## src/rtl/slave_out_port.sv

```systemverilog
// Slave-side serial read port: fetches a burst of words from slave memory and
// shifts each one out LSB first after a valid/ready handshake with the master.
module slave_out_port #(
    parameter int DATA_LEN  = 8,
    parameter int BURST_LEN = 12
) (
    input  logic                 clk,
    input  logic                 reset_n,
    input  logic                 read_start,
    input  logic [BURST_LEN-1:0] burst_num,
    output logic                 read_en,
    output logic [BURST_LEN-1:0] word_idx,
    input  logic [DATA_LEN-1:0]  datain,
    output logic                 tx_data,
    output logic                 slave_valid,
    input  logic                 master_ready,
    output logic                 tx_done,
    output logic                 busy
);

    localparam int CNT_W = $clog2(DATA_LEN);

    typedef enum logic [2:0] {
        ST_IDLE  = 3'd0,
        ST_FETCH = 3'd1,
        ST_LOAD  = 3'd2,
        ST_WAIT  = 3'd3,
        ST_SEND  = 3'd4
    } state_t;

    state_t               state_r;
    logic [DATA_LEN-1:0]  shift_reg_r;
    logic [CNT_W-1:0]     bit_cnt_r;
    logic [BURST_LEN-1:0] word_cnt_r;
    logic [BURST_LEN-1:0] burst_reg_r;
    logic [BURST_LEN-1:0] word_idx_r;
    logic                 read_en_r;
    logic                 slave_valid_r;
    logic                 tx_done_r;
    logic                 busy_r;

    assign read_en     = read_en_r;
    assign word_idx    = word_idx_r;
    assign tx_data     = shift_reg_r[0];
    assign slave_valid = slave_valid_r;
    assign tx_done     = tx_done_r;
    assign busy        = busy_r;

    // Burst sequencer; every output is set on the edge that enters its state.
    always_ff @(posedge clk or negedge reset_n) begin
        if (!reset_n) begin
            state_r       <= ST_IDLE;
            shift_reg_r   <= {DATA_LEN{1'b0}};
            bit_cnt_r     <= {CNT_W{1'b0}};
            word_cnt_r    <= {BURST_LEN{1'b0}};
            burst_reg_r   <= {BURST_LEN{1'b0}};
            word_idx_r    <= {BURST_LEN{1'b0}};
            read_en_r     <= 1'b0;
            slave_valid_r <= 1'b0;
            tx_done_r     <= 1'b0;
            busy_r        <= 1'b0;
        end else begin
            read_en_r <= 1'b0;
            tx_done_r <= 1'b0;
            case (state_r)
                ST_IDLE: begin
                    slave_valid_r <= 1'b0;
                    if (read_start) begin
                        burst_reg_r <= burst_num;
                        word_cnt_r  <= {BURST_LEN{1'b0}};
                        word_idx_r  <= {BURST_LEN{1'b0}};
                        read_en_r   <= 1'b1;
                        busy_r      <= 1'b1;
                        state_r     <= ST_FETCH;
                    end else begin
                        busy_r <= 1'b0;
                    end
                end
                ST_FETCH: begin
                    state_r <= ST_LOAD;
                end
                // Memory returns data one cycle after the strobe, i.e. during LOAD.
                ST_LOAD: begin
                    shift_reg_r   <= datain;
                    slave_valid_r <= 1'b1;
                    state_r       <= ST_WAIT;
                end
                ST_WAIT: begin
                    if (master_ready) begin
                        shift_reg_r   <= {1'b0, shift_reg_r[DATA_LEN-1:1]};
                        bit_cnt_r     <= CNT_W'(1);
                        slave_valid_r <= 1'b0;
                        state_r       <= ST_SEND;
                    end else begin
                        slave_valid_r <= 1'b1;
                    end
                end
                ST_SEND: begin
                    shift_reg_r <= {1'b0, shift_reg_r[DATA_LEN-1:1]};
                    if (bit_cnt_r == CNT_W'(DATA_LEN - 1)) begin
                        bit_cnt_r <= {CNT_W{1'b0}};
                        // Compare before increment so an all-ones burst never wraps.
                        if (word_cnt_r == burst_reg_r) begin
                            tx_done_r <= 1'b1;
                            busy_r    <= 1'b0;
                            state_r   <= ST_IDLE;
                        end else begin
                            word_cnt_r <= word_cnt_r + BURST_LEN'(1);
                            word_idx_r <= word_cnt_r + BURST_LEN'(1);
                            read_en_r  <= 1'b1;
                            state_r    <= ST_FETCH;
                        end
                    end else begin
                        bit_cnt_r <= bit_cnt_r + CNT_W'(1);
                    end
                end
                default: begin
                    state_r       <= ST_IDLE;
                    shift_reg_r   <= {DATA_LEN{1'b0}};
                    bit_cnt_r     <= {CNT_W{1'b0}};
                    word_cnt_r    <= {BURST_LEN{1'b0}};
                    burst_reg_r   <= {BURST_LEN{1'b0}};
                    word_idx_r    <= {BURST_LEN{1'b0}};
                    slave_valid_r <= 1'b0;
                    busy_r        <= 1'b0;
                end
            endcase
        end
    end

endmodule

```

## config.mk

```make
export PLATFORM = sky130hd
export DESIGN_NAME = slave_out_port
export DESIGN_NICKNAME = d
export VERILOG_FILES = /design/src/rtl/slave_out_port.sv
export SDC_FILE = /design/constraint.sdc
export NUM_CORES = 1
export LEC_CHECK = 0
export BUFFER_PORTS_ARGS = -buffer_cell sky130_fd_sc_hd__buf_2
export CORE_MARGIN = 3
export CORE_UTILIZATION = 47
export CTS_CLUSTER_DIAMETER = 40
export DETAILED_ROUTE_END_ITERATION = 10
export HOLD_SLACK_MARGIN = 0.08
export MAX_ROUTING_LAYER = met4
export PLACE_DENSITY = 0.71
export SETUP_SLACK_MARGIN = 0.05
export SLEW_MARGIN = 15
export SYNTH_ARGS = -nofsm -noshare
export SYNTH_HDL_FRONTEND = slang
export SYNTH_SLANG_ARGS = --single-unit
```

## constraint.sdc

```tcl
create_clock -name clk -period 2.4 [get_ports clk]
set_clock_uncertainty 0.15 [all_clocks]
set_input_delay 0.12 -clock clk [delete_from_list [all_inputs] [get_ports clk]]
set_output_delay 0.12 -clock clk [all_outputs]
set_load 0.02 [all_outputs]
```

---- After elaboration in Yosys (flattened, before gate mapping) ----
Cells that the tools add are included.
storage, ports and cells
  register bits ........................... 42
  logic and storage cells ................. 66
cells by class
  reductions and logical operators ........ 12
  equal/unequal tests ..................... 11
  bitwise logic cells ..................... 4
  add/subtract/negate cells ............... 2
  mux-type cells .......................... 28
operator list
  kind                                                                    count
  12-bit two-way mux                                                      4
  12-bit case mux with 3 select lines                                     1
  8-bit case mux with 4 select lines                                      1
  12-bit case mux with 2 select lines                                     1
  3-bit two-way mux                                                       5
  3-bit case mux with 5 select lines                                      1
  12-bit by 1-bit adder with 12-bit output (second input constant)        1
  12-bit equality test                                                    1
  1-bit two-way mux                                                       10
  2-bit inequality test (second input constant)                           5
  3-bit case mux with 3 select lines                                      1
  8-bit two-way mux                                                       1
  3-bit by 2-bit equality test with 1-bit output (second input constant)  2
  3-bit equality test (second input constant)                             2
  1-bit case mux with 3 select lines                                      2
  2-bit AND reduction                                                     3
  3-bit AND reduction                                                     2
  3-bit OR reduction                                                      2
  1-bit NOT                                                               4
  4-bit AND reduction                                                     1
  2-bit OR reduction                                                      2
  4-bit OR reduction                                                      1
  3-bit by 1-bit adder with 3-bit output (second input constant)          1
  3-bit by 1-bit equality test with 1-bit output (second input constant)  1
  2 further kinds                                                         2

---- Longest topological paths before layout ----
Gate-level depths: netlist of run 1.
  word-level depth ........................ 4
  depth in mapped cells ................... 7
  depth with buffers taken out ............ 6

---- Worst setup path after synthesis of run 1 ----
OpenSTA, ideal clock, no wires.
  kind .................................... register to register
  start ................................... register, netlist name word_idx[0]
  end ..................................... register word_idx_r[11] (netlist: word_idx[11])
  clock period less this slack ............ 2151 ps
  library setup time ...................... 124 ps
  arrival ................................. 1877 ps
  buffers on the path ..................... 0
  cell stages (with the launch flop) ...... 6
  slack ................................... 249 ps
  cell sequence ........................... dfrtp_1 nand3_2 or4_4 or2_0 and3_1 a211o_1
RTL lines
  element                 line  source
  end signal: assignment  57    word_idx_r <= {BURST_LEN{1'b0}};
  end signal: assignment  71    word_idx_r <= {BURST_LEN{1'b0}};
  end signal: assignment  109   word_idx_r <= word_cnt_r + BURST_LEN'(1);
  end: declaration        36    logic [BURST_LEN-1:0] word_idx_r;

==> results of run 1 <==
[logic make-up after synthesis]
family / count (synthesis) / synth area share
xor gates and xnor gates: 12 / 0.04982
DFF: 42 / 0.4982
adders and majority gates: 3 / 0.01780
AOI/OAI and AO/OA: 51 / 0.1601
muxes: 1 / 0.004745
buffers and inverters: 12 / 0.02254
and+or+nand+nor: 108 / 0.2467
[synth_stat cells, drive strengths merged (2+ instances only)]
master | count | share of area
nand2 | 48 | 0.085
a22o | 2 | 0.0083
and2 | 3 | 0.0089
nor2b | 4 | 0.012
nand3 | 17 | 0.043
nor4 | 3 | 0.0089
a31oi | 5 | 0.015
nor2 | 15 | 0.027
a21oi | 9 | 0.021
inv | 3 | 0.0053
ha | 3 | 0.018
clkbuf | 8 | 0.015
nand2b | 3 | 0.0089
o22ai | 2 | 0.0059
a221o | 5 | 0.024
nor3 | 3 | 0.0071
o21ai | 14 | 0.033
a22oi | 8 | 0.028
and3 | 6 | 0.018
dfrtp | 42 | 0.50
nor3b | 2 | 0.012
xor2 | 12 | 0.050
[flip-flops by register name, indices dropped and copies added, names as in the netlist]
signal,count
bit_cnt_r,3
burst_reg_r,12
busy,1
read_en,1
shift_reg_r,8
slave_valid,1
state_r,3
tx_done,1
word_idx,12
[worst max path at each step]
| stage | startpoint | end | slack, ps | cells after the start |
|---|---|---|---|---|
| 2_1_floorplan | word_idx[0] | word_idx[11] | 250 | 5 |
| 3_5_place_dp | word_idx[2] | word_idx[2] | 230 | 6 |
| 6_report | word_idx[4] | word_idx[2] | 190 | 6 |
| 4_1_cts | word_idx[2] | word_idx[2] | 150 | 6 |
| 3_3_place_gp | word_idx[0] | word_idx[11] | 270 | 5 |
| 5_1_grt | word_idx[4] | word_idx[2] | 110 | 6 |
[power breakdown]
part / internal [mW] / switching, mW
Clock: 0.205 / 0.246
Sequential: 0.889 / 0.183
Combinational: 0.399 / 0.652
[through the flow]
stage                     cell area [µm²]  power [mW]  instances  hold slack [ps]
after floorplan                      2110       1.755        229           -325.6
after global placement               2404       2.032        319            165.4
after detailed placement             2404       2.067        319            160.1
after CTS                            2720       2.558        350            334.7
after global routing                 2726       2.776        350            361.1
final                                2726       2.574        350            325.2
[cell type report]
cell class	count	area [µm²]	area share
sequential	42	1051	0.3855
multi-input combinational	175	1017	0.3731
timing repair buffer	72	498.0	0.1827
clock buffer	6	72.57	0.02662
tap	50	62.56	0.02295
clock inverter	2	13.76	0.005048
inverter	3	11.26	0.004130
[timing repair]
action,4_1_cts,5_1_grt
endpoints found under the setup margin,0,7
hold endpoints to repair,69,0
gates resized for setup,0,1
hold buffers,23,0
[per-layer routing]
metal	track usage	up-vias	part of all wire
li1	-	950	-
met1	0.3078	892	0.49
met2	0.3148	35	0.46
met3	0.04545	7	0.037
met4	0.07377	0	0.013
met5	-	-	0
==> flow_summary.yaml, run 1 <==
status:
  outcome: "finished, final reports clean"
setup_path:
  worstPathBufferInverterCount: 1
  worstSetupPathType: "register to register"
  critPathMaxStageDelay_ps: 510
  rr_endpoint: "word_idx[2]"
  r2r_cells: 6
  crit_family: "simple AND/OR/NAND/NOR gates"
  crit_fanout: 17
  rr_startpoint: "word_idx[4]"
  critPathArrivalTime_ps: 2250
  reg2reg_setup_slack_ps: 190
  cp_slowest_cell: "nor4_1"
  startpoint_type: "register"
  end_kind: "register"
  critical_path_required_ps: 2430
  worstPathCellList: "xor2_1 > nor4_1 > a31oi_1 > buf_4 > and3b_2 > a221o_1"
timing:
  relSlewSlack: 0.3979
  max_freq_mhz: 452.1
  post-route-min-period_ps: 2212
  hold_viol_final: 0
  setup_tns_ps: 0
  layout_setup_ws_ps: 188.2
  setup_viol: 0
  rsz0062_at_grt: "no"
  finalCritPeriodShare: 0.9216
  tightest_slew_ps: 903.2
  slew_violations: 0
worst_hold_path:
  hold_class: "primary input to asynchronous set/reset pin"
yosys:
  ys_types: 38
  ys_seq_area_frac: 0.4982
  ys.warnings.count: 0
  syn-cell-area_um2: 2110
  avgSynthCellArea_um2: 9.212
  synth_cells: 229
  synth_fp_nets: 256
  ys_seq_elements: 42
  synth-edff-count: 0
  synthArstFlopShare: 1.000
  ys.flop_type: "dfrtp_1"
die:
  rows: 23
  io_pins: 41
  die_w_um: 73.00
  die_area_um2: 5328
  core_um2: 4173
  start_util: 0.5055
  die_height_um: 73.00
place:
  post-place-ws_ps: 228.2
  port_buffers: 40
  gp_congestion: 0.8031
  dp_hpwl_um: 3384
clocking:
  cts_sinks: 42
  numCtsBuffers: 5
  cts-root-buf: "clkbuf_8"
  post_cts_buffers: 0
  cts_tree: "done"
  clk_pin_slew_ps: 80
  cts_max_path_buffers: 2
  clk_latency_ps: 300
  h-tree-depth: 2
cells_and_area:
  fin_util: 0.6534
  final_common_cell: "nand2_1"
  drive_gt1_frac: 0.2067
  fillers: 345
  final_nets: 326
  antenna_cells: 0
  area_growth_pct: 29.24
  final_cell_mix: "48 x nand2_1, 42 x dfrtp_1, 40 x buf_2"
power_and_ir_drop:
  peakVddDrop_v: 0.0005688
  powerDensity_nw_per_um2: 944.1
  leakagePower_nw: 1.425
route:
  wl_per_cell_um: 14.64
  wl_um: 5124
  first_iter_violations: 202
  route.detailed.drc: 0
  dr.pass1.iters: 4
  num_vias: 1884
  antenna_left: 0
  via_per_inst: 5.383
flow_run:
  drv_cap: 0
global_routing:
  grt_usage: 0.2187
  grt_pass1_vias: 1790
  globalRoute.totalOverflow: 0
  grt_max_degree: 43
  grt_pass1_wl_um: 8590
  antenna_found_initial: 0
(Power assumes the default switching activity.)
==> inputs of run 2 (changes only) <==
--- a/config.mk
+++ b/config.mk
@@ -13,6 +13,7 @@
 export HOLD_SLACK_MARGIN = 0.08
 export MAX_ROUTING_LAYER = met4
 export PLACE_DENSITY = 0.71
+export REMOVE_ABC_BUFFERS = 1
 export SETUP_SLACK_MARGIN = 0.05
 export SLEW_MARGIN = 15
 export SYNTH_ARGS = -nofsm -noshare
==> flow_summary.yaml, run 2 (synthesized netlist as in run 1, its figures left out) <==
worst_hold_path:
  hold_class: "register to register"
  whs_path_depth: 2
  min_from: "shift_reg_r[0]"
  whs_endpoint: "shift_reg_r[0]"
clocking:
  clk_pin_slew_ps: 80
  cts-root-buf: "clkbuf_8"
  cts_tree: "done"
  h-tree-depth: 2
  clk_latency_ps: 300
  numCtsBuffers: 5
  ctsResizeCount: 0
  cts_max_path_buffers: 2
  cts_sinks: 42
timing:
  relSlewSlack: 0.3851
  hold_viol_final: 0
  finalCritPeriodShare: 0.8987
  rsz0062_at_grt: "no"
  slew_violations: 0
  setup_tns_ps: 0
  max_freq_mhz: 463.6
  post-route-min-period_ps: 2157
  setup_viol: 0
  tightest_slew_ps: 922.4
cells_and_area:
  final_cell_mix: "48 x nand2_1, 42 x dfrtp_1, 40 x buf_2"
  drive_gt1_frac: 0.2060
  multi_input_area_um2: 1011
  final_cell_area_um2: 2733
  final_nets: 327
  fillers: 360
  antenna_cells: 0
  final_common_cell: "nand2_1"
  area_growth_pct: 29.54
  regArea_um2: 1051
setup_path:
  crit_fanout: 10
  worstPathCellList: "xor2_1 > nor4_1 > a31oi_1 > buf_4 > and3b_2 > a221o_1"
  end_kind: "register"
  critPathMaxStageDelay_ps: 450
  worstSetupPathType: "register to register"
  worstPathBufferInverterCount: 1
  crit_family: "simple AND/OR/NAND/NOR gates"
  startpoint_type: "register"
  critical_path_required_ps: 2440
  reg2reg_setup_slack_ps: 240
  r2r_cells: 6
  rr_endpoint: "word_idx[2]"
  critPathArrivalTime_ps: 2190
  rr_startpoint: "word_idx[2]"
  cp_slowest_cell: "dfrtp_1"
global_routing:
  grt_usage: 0.2165
  grt_pass1_vias: 1828
  grt_max_degree: 43
  grt_pass1_wl_um: 8749
  globalRoute.totalOverflow: 0
  antenna_found_initial: 0
route:
  dr.pass1.iters: 4
  wl_per_cell_um: 14.21
  via_per_inst: 5.382
  num_vias: 1889
  first_iter_violations: 139
  wl_um: 4988
  antenna_left: 0
  route.detailed.drc: 0
die:
  die_w_um: 73.00
  rows: 23
  die_area_um2: 5328
  start_util: 0.5055
  core_um2: 4173
  io_pins: 41
  die_height_um: 73.00
place:
  port_buffers: 40
  placed_cell_area_um2: 2411
  dp_hpwl_um: 3336
  gp_congestion: 0.8092
power_and_ir_drop:
  p_seq_frac: 0.418
  combinationalPowerShare: 0.399
  p_int_mw: 1.535
  pwr-share-clk: 0.184
  p_sw_frac: 0.4050
  powerDensity_nw_per_um2: 943.9
  leakagePower_nw: 1.431
  p_sw_mw: 1.045
  peakVddDrop_v: 0.0005168
status:
  outcome: "finished, final reports clean"
flow_run:
  drv_cap: 0
## run 2: cell count changes in the layout (fill, tap and decap cells not counted), sizes merged
cell / previous run / this run
buf: 49 / 50
clkbuf: 6 / 7
clkinv: 2 / 1
## run 2: per-layer routing
layer | track usage | vias up | routed length (µm)
li1 | - | 954 | -
met1 | 0.3127 | 881 | 2469
met2 | 0.3098 | 46 | 2260
met3 | 0.04545 | 8 | 188
met4 | 0.05533 | 0 | 70
met5 | - | - | 0
## run 2: metrics by stage
stage / power [mW] / std cells / hold slack [ps] / worst slack [ps] / util
floorplan: 1.712 / 220 / -325.6 / 56.62 / -
global placement: 2.063 / 320 / 162.6 / 272.8 / 0.5778
detailed placement: 2.085 / 320 / 157.1 / 264.6 / 0.5778
CTS: 2.591 / 351 / 334.3 / 259.0 / 0.6549
global route: 2.801 / 351 / 372.3 / 130.8 / 0.6549
finish: 2.579 / 351 / 328.8 / 243.1 / 0.6549
## run 2: power by group through the flow
| stage | logic, mW | registers (mW) | clock network, mW |
|---|---|---|---|
| 3_3_place_gp | 0.979 | 1.08 | 0 |
| 2_1_floorplan | 0.630 | 1.08 | 0 |
| 3_5_place_dp | 0.997 | 1.09 | 0 |
| 5_1_grt | 1.18 | 1.11 | 0.510 |
| 4_1_cts | 1.03 | 1.08 | 0.483 |
| 6_report | 1.03 | 1.08 | 0.473 |
## run 2: worst max-delay path by stage
stage / startpoint / to / slack, ps / cells after the start
final: word_idx[2] / word_idx[2] / 240 / 6
after global routing: word_idx[2] / word_idx[2] / 130 / 6
after CTS: word_idx[0] / word_idx[11] / 260 / 5
after detailed placement: word_idx[0] / word_idx[11] / 260 / 5
after global placement: word_idx[0] / word_idx[11] / 270 / 5
after floorplan: state_r[2] / word_idx[10] / 60 / 4
## run 2: worst register-to-register path, delay by kind of cell (launching register included)
family | cells | cell delay [ps]
simple gates | 2 | 650
flops | 1 | 450
buf+inv | 1 | 200
compound gates | 2 | 420
xor+xnor | 1 | 170
## run 2: final cells by class
type / count / share of cell area
sequential: 42 / 0.3846
tap: 50 / 0.02289
inverter: 3 / 0.004121
timing repair buffer: 73 / 0.1850
multi-input combinational: 175 / 0.3700
clock buffer: 7 / 0.03159
clock inverter: 1 / 0.001832
## run 2: what timing repair did
action                    4_1_cts  5_1_grt
buffers inserted                0        0
hold buffers                   23        0
hold endpoints to repair       69        0
